File: src/rtl/baud_tick_gen.sv
// Baud-rate tick generator: divides the board clock by a run-time divisor
// to make the oversample strobe TICK. It also emits a once-per-bit strobe
// BIT_TICK and a mid-bit sample strobe MID_TICK. All three strobes are
// registered single-cycle pulses.
module baud_tick_gen #(
   parameter int CLK_RATE   = 40000000,
   parameter int BAUD_RATE  = 9600,
   parameter int OVERSAMPLE = 16,
   parameter int DIV_WIDTH  = 16,
   parameter int DEF_DIV    = CLK_RATE / (BAUD_RATE * OVERSAMPLE)
) (
   input  logic                 CLK,
   input  logic                 reset,
   input  logic                 EN,
   input  logic                 DIV_LOAD,
   input  logic [DIV_WIDTH-1:0] DIV_IN,
   input  logic                 PHASE_RST,
   output logic                 TICK,
   output logic                 BIT_TICK,
   output logic                 MID_TICK,
   output logic [DIV_WIDTH-1:0] DIV_OUT
);

   localparam int                   SUB_W    = $clog2(OVERSAMPLE);
   localparam logic [DIV_WIDTH-1:0] DEF_DIVV = DIV_WIDTH'(DEF_DIV);
   localparam logic [DIV_WIDTH-1:0] ONE      = DIV_WIDTH'(1);
   localparam logic [SUB_W-1:0]     SUB_LAST = SUB_W'(OVERSAMPLE - 1);
   localparam logic [SUB_W-1:0]     SUB_MID  = SUB_W'(OVERSAMPLE / 2 - 1);

   logic [DIV_WIDTH-1:0] div_reg;
   logic [DIV_WIDTH-1:0] cnt;
   logic [SUB_W-1:0]     sub;
   logic [DIV_WIDTH-1:0] div_last;
   logic                 wrap;

   // Terminal count of the cycle counter; div_reg is never 0, so no underflow.
   assign div_last = div_reg - ONE;
   assign wrap     = (cnt == div_last);
   assign DIV_OUT  = div_reg;

   // Divisor, phase counters and strobes, in strict priority order.
   always_ff @(posedge CLK) begin
      if (!reset) begin
         div_reg  <= DEF_DIVV;
         cnt      <= '0;
         sub      <= '0;
         TICK     <= 1'b0;
         BIT_TICK <= 1'b0;
         MID_TICK <= 1'b0;
      end else if (DIV_LOAD) begin
         // A zero divisor is clamped to divide-by-1.
         div_reg  <= (DIV_IN == '0) ? ONE : DIV_IN;
         cnt      <= '0;
         sub      <= '0;
         TICK     <= 1'b0;
         BIT_TICK <= 1'b0;
         MID_TICK <= 1'b0;
      end else if (PHASE_RST) begin
         cnt      <= '0;
         sub      <= '0;
         TICK     <= 1'b0;
         BIT_TICK <= 1'b0;
         MID_TICK <= 1'b0;
      end else if (!EN) begin
         // Counters hold so an EN gap only stretches the period.
         TICK     <= 1'b0;
         BIT_TICK <= 1'b0;
         MID_TICK <= 1'b0;
      end else if (!wrap) begin
         cnt      <= cnt + ONE;
         TICK     <= 1'b0;
         BIT_TICK <= 1'b0;
         MID_TICK <= 1'b0;
      end else begin
         // OVERSAMPLE is a power of two, so sub wraps naturally.
         cnt      <= '0;
         sub      <= sub + SUB_W'(1);
         TICK     <= 1'b1;
         BIT_TICK <= (sub == SUB_LAST);
         MID_TICK <= (sub == SUB_MID);
      end
   end

endmodule

File: config.mk
export PLATFORM = sky130hd
export DESIGN_NAME = baud_tick_gen
export DESIGN_NICKNAME = d
export VERILOG_FILES = /design/src/rtl/baud_tick_gen.sv
export SDC_FILE = /design/constraint.sdc
export NUM_CORES = 1
export LEC_CHECK = 0
export CORE_ASPECT_RATIO = 0.75
export CORE_MARGIN = 4
export CORE_UTILIZATION = 55
export DETAILED_ROUTE_END_ITERATION = 6
export PLACE_DENSITY = 0.87
export REMOVE_ABC_BUFFERS = 1
export SLEW_MARGIN = 10
export SYNTH_ARGS = -nofsm -noshare
export SYNTH_HDL_FRONTEND = slang
export SYNTH_SLANG_ARGS = --single-unit
File: constraint.sdc
create_clock -name CLK -period 4.3 [get_ports CLK]
set_input_delay 0.43 -clock CLK [delete_from_list [all_inputs] [get_ports CLK]]
set_output_delay 0.43 -clock CLK [all_outputs]
set_load 0.01 [all_outputs]
Yosys cells after proc, flatten, opt, wreduce, memory -nomap -nowiden
Index checks and enable logic that the tools add are counted.

Memories: 0. Memory bits (read-only): 0. RAM bits: 0. Bits in registers: 39. Latch bits: 0. Bits of input ports: 21.

Bitwise operators: 3. Divide/modulo/power cells: 0. Multiplexer cells: 3. Shift operators: 0. Reductions and logical operators: 5. Eq/ne operators: 3. Multipliers: 0. $lt $le $gt $ge: 0. $add $sub $neg: 3.

Operators with widths (count): 16-bit 2-to-1 mux (2); 16-bit by 1-bit adder with 16-bit output, second input constant (1); 16-bit equality test (1); 16-bit logical NOT (1); 16-bit by 1-bit subtractor with 16-bit output, second input constant (1); 5-bit OR reduction (1); 4-bit by 1-bit adder with 4-bit output, second input constant (1); 4-bit by 3-bit equality test with 1-bit output, second input constant (1); 4-bit equality test, second input constant (1); 4-bit OR reduction (1); 1-bit inverter (3); 3-bit OR reduction (1); 2-bit AND reduction (1); 1-bit 2-to-1 mux (1).

Longest topological paths before layout
Depth after elaboration: 4. Gate-level depth with buffers: 10. Depth with buffers taken out: 8.

Least setup slack after synthesis
OpenSTA, ideal clock, no wires.

Kind: register to register. Start: register div_reg[0] (netlist: DIV_OUT[0]). End: register cnt[10]. Data arrival time: 2717 ps. Period minus slack after synthesis: 2849 ps. Path buffers: 2. Stages on the path, launching flop included: 11. Library setup time: 132 ps. Setup slack: 1451 ps. Cell sequence: dfxtp_1 -> buf_2 -> inv_1 -> ha_1 -> or4b_1 -> a2111oi_2 -> o22ai_1 -> or3_1 -> nor4_4 -> buf_4 -> nor3_1.

Word-level cells in the longest chain between the ends: 3.

Ends and longest elaborated chain: start: declaration (line 30) `logic [DIV_WIDTH-1:0] div_reg;`; start signal: assignment (line 52) `div_reg <= (DIV_IN == '0) ? ONE : DIV_IN;`; 16-bit by 1-bit subtractor with 16-bit output (line 37) `assign div_last = div_reg - ONE;`; 16-bit equality test (line 38) `assign wrap = (cnt == div_last);`; 16-bit 2-to-1 mux (line 69) `end else if (!wrap) begin`; end signal: assignment (line 70) `cnt <= cnt + ONE;`; end: declaration (line 31) `logic [DIV_WIDTH-1:0] cnt;`.

No other way between the ends. A chain may end at the register's enable or synchronous reset.

Final worst setup path
Start: register div_reg[0] (netlist: DIV_OUT[0]). End: register BIT_TICK.

Word-level cells in the longest chain between the ends: 4.

Ends and longest elaborated chain: 16-bit by 1-bit subtractor with 16-bit output (line 37); 16-bit equality test (line 38); 1-bit inverter (no line); 5-bit OR reduction (no line); end signal: assignment (line 79) `BIT_TICK <= (sub == SUB_LAST);`; end: declaration (line 19) `output logic BIT_TICK,`.

No other way between the ends.

==> metrics.txt <==
fin util=71.4%; async set-reset flop share out of synthesis=0%; GR Util met1=34.9%; Slew Limit Fails=0; fin crit share=75.4%; Leakage Power=0.967 nW; clk sinks=39; Core Rows=19; Avg Inst Size Synth=9.05 sq um; Setup Slack @ Placement=1.09 ns; DRT Pass-1 Iters=4; DIE AREA=0.00510 sq mm; HP Class=reg2reg; final hold violations=0; total of warnings raised by yosys=0; post-cts repair resize count=0; Post-DP HPWL=4310 microns; Crit Path Max Fanout=16; Worst Path Arrival=3.48 ns; CP Class=reg2reg; Distinct cells, synth=51; CP max-delay cell=nor4_4; minimum clock period=3.24 ns; Clk network pwr share=31.2%; buffer depth of the longest clock path=2; worst setup margin=1.06 ns; register area share after synthesis=35.4%; Max Freq=308 MHz; Relative slew margins=35.1%; vias=2,063; Routed Wire Length=5670 microns; FILL cells=318; worst path buffer plus inverter count=1; first-pass GRT wire length=9800 microns; Clock Latency Late Sink=0.29 ns; Buffers on Ports=39; CP delay by family, top=simple AND/OR/NAND/NOR gates; Switching Fraction=27.3%; Post-route DRC=0; Psw=202 uW; status=finished, final reports clean; die width=81.2 microns; busiest grt layer=met2; CTS tree=built; register bit total from synthesis=39; gr usage total=24.7%; part of the power in registers=52.7%; total power=741 uW; Required @ worst endpoint=4.53 ns; crit path capture type=register; GRT met3 Usage=7.35%; vias in the first global route=2,028; Area Overhead vs Synth=21.4%; setup TNS=0 ns; initial DRC count=145; EDFF count, synth=0; GP Congestion=0.884; Final Net Count=302; postcts setup bufs=0; CORE AREA=0.00376 sq mm; chip height=62.9 microns; Root Driver=clkbuf_8; crit path cell chain=inv_1, ha_1, or4b_1, a2111oi_2, o22ai_1, or3_1, nor4_4, and4_1; Initial Util=58.8%; IO Count=40; layout cells sized above 1=6.14%; top_reg_cell synth=dfxtp_1; Worst Tran Pin Value=0.966 ns; RSZ-0062 raised after global routing=no; skew final=0.00471 ns; Syn Std Cell Area=0.00221 sq mm; Cells after Synth=244; Max H-tree Level=2; crit start category=register; final setup vio count=0; most frequent cells in the layout=39 x dfxtp_1, 39 x clkdlybuf4s50_1, 21 x nor3_1; initial antenna violation count=0; Inserted Clock Buffers=5; Reg clk slew, reported paths=0.07 ns; n_diodes=0; pin count of the biggest net entering global routing=19; Internal=539 uW; Logic pwr share=16.1%; Max Cap Viol=0; met2 Usage GRT=35.1%; Cell Pwr Density=276 mW/mm^2; WL per Instance=17.2 microns; # hold bufs at CTS=0; Post-DRT Antenna Nets=0; drt via density=6.27; biggest cell delay along the critical path=0.69 ns; GRT Residual Overflow=0; IR drop worst, VDD=0.176 mV
[synth_stat cells (all sizes together) (2+ instances only)]
library cell  number  area share [%]
and4               3             1.2
or3                7             2.0
or2                2            0.57
dfxtp             39              35
nor3b              2            0.68
and3               5             1.4
a2111oi            2             1.9
nor3              22             5.2
a21oi              3            0.68
mux2i              5             2.3
inv                6             1.0
o211a              2            0.91
and2               2            0.57
nand3              4            0.91
buf                5             1.5
o21ai              4            0.91
o31ai              2            0.68
o22ai              3            0.85
ha                 3             1.7
xor2              18             7.1
clkbuf             7             1.2
nand4              9             2.5
nand2b             5             1.4
nor4              13             5.0
or4                7             2.7
nor4b              2            0.79
nand2             20             3.4
nor2               6             1.0
xnor2             10             4.0
a22o              13             5.2
[stage by stage]
stage	instance area (sq um)	hold slack (ns)	std cells
3_5_place_dp	2610	0.470	323
6_report	2680	0.478	329
4_1_cts	2680	0.480	329
3_3_place_gp	2610	0.461	323
2_1_floorplan	2150	0.448	232
5_1_grt	2680	0.515	329
[flip-flops by register name (all words and copies together) (netlist names)]
| name | cells |
|---|---|
| BIT_TICK | 1 |
| DIV_OUT | 16 |
| MID_TICK | 1 |
| TICK | 1 |
| cnt | 16 |
| sub | 4 |
[power groups by stage]
stage | Sequential [mW] | Combinational [mW] | Clock (mW)
2_1_floorplan | 0.397 | 0.0615 | 0
3_3_place_gp | 0.398 | 0.116 | 0
3_5_place_dp | 0.398 | 0.118 | 0
4_1_cts | 0.390 | 0.119 | 0.236
5_1_grt | 0.393 | 0.129 | 0.254
6_report | 0.390 | 0.119 | 0.232
[worst paths after layout]
| path | start | end | slack (ns) | depth (start not counted) |
|---|---|---|---|---|
| worst max-delay path | DIV_OUT[0] | BIT_TICK | 1.06 | 8 |
| worst min-delay path | sub[3] | sub[3] | 0.48 | 2 |
| worst max register to register | DIV_OUT[0] | BIT_TICK | 1.06 | 8 |
| worst min register to register | sub[3] | sub[3] | 0.48 | 2 |
[tightest hold or removal path, cell delays in order (launching register included)]
cell     delay, ns
dfxtp_1       0.33
nand2_1       0.06
mux2i_1       0.05
[logic make-up (layout without fill, tap and decap cells)]
| family | count (synthesis) | in the layout | share of synthesized area (%) |
|---|---|---|---|
| multiplexers | 5 | 5 | 2.27 |
| adder cells (fa/ha/maj) | 3 | 3 | 1.70 |
| AND/OR/NAND/NOR | 115 | 115 | 31.8 |
| flip-flops | 39 | 39 | 35.4 |
| AO/OA/AOI/OAI | 36 | 36 | 14.1 |
| XOR/XNOR | 28 | 28 | 11.1 |
| buffers and inverters | 18 | 51 | 3.68 |
[per-layer routing]
| metal | up-vias | share of wire (%) |
|---|---|---|
| li1 | 1000 | - |
| met1 | 982 | 46 |
| met2 | 71 | 44 |
| met3 | 10 | 7.6 |
| met4 | 0 | 1.7 |
| met5 | - | 0 |
[layout make-up]
type                    count  area, sq um  share of cell area (%)
flip-flops and latches     39          781                    29.1
clock buffers               5         68.8                    2.57
inverters                   6         22.5                   0.840
well taps                  52         65.1                    2.43
repair buffers             39          390                    14.6
clock inverters             1         7.51                   0.280
multi-input cells         187         1350                    50.2
No activity file was read; power rests on OpenSTA's default activity.
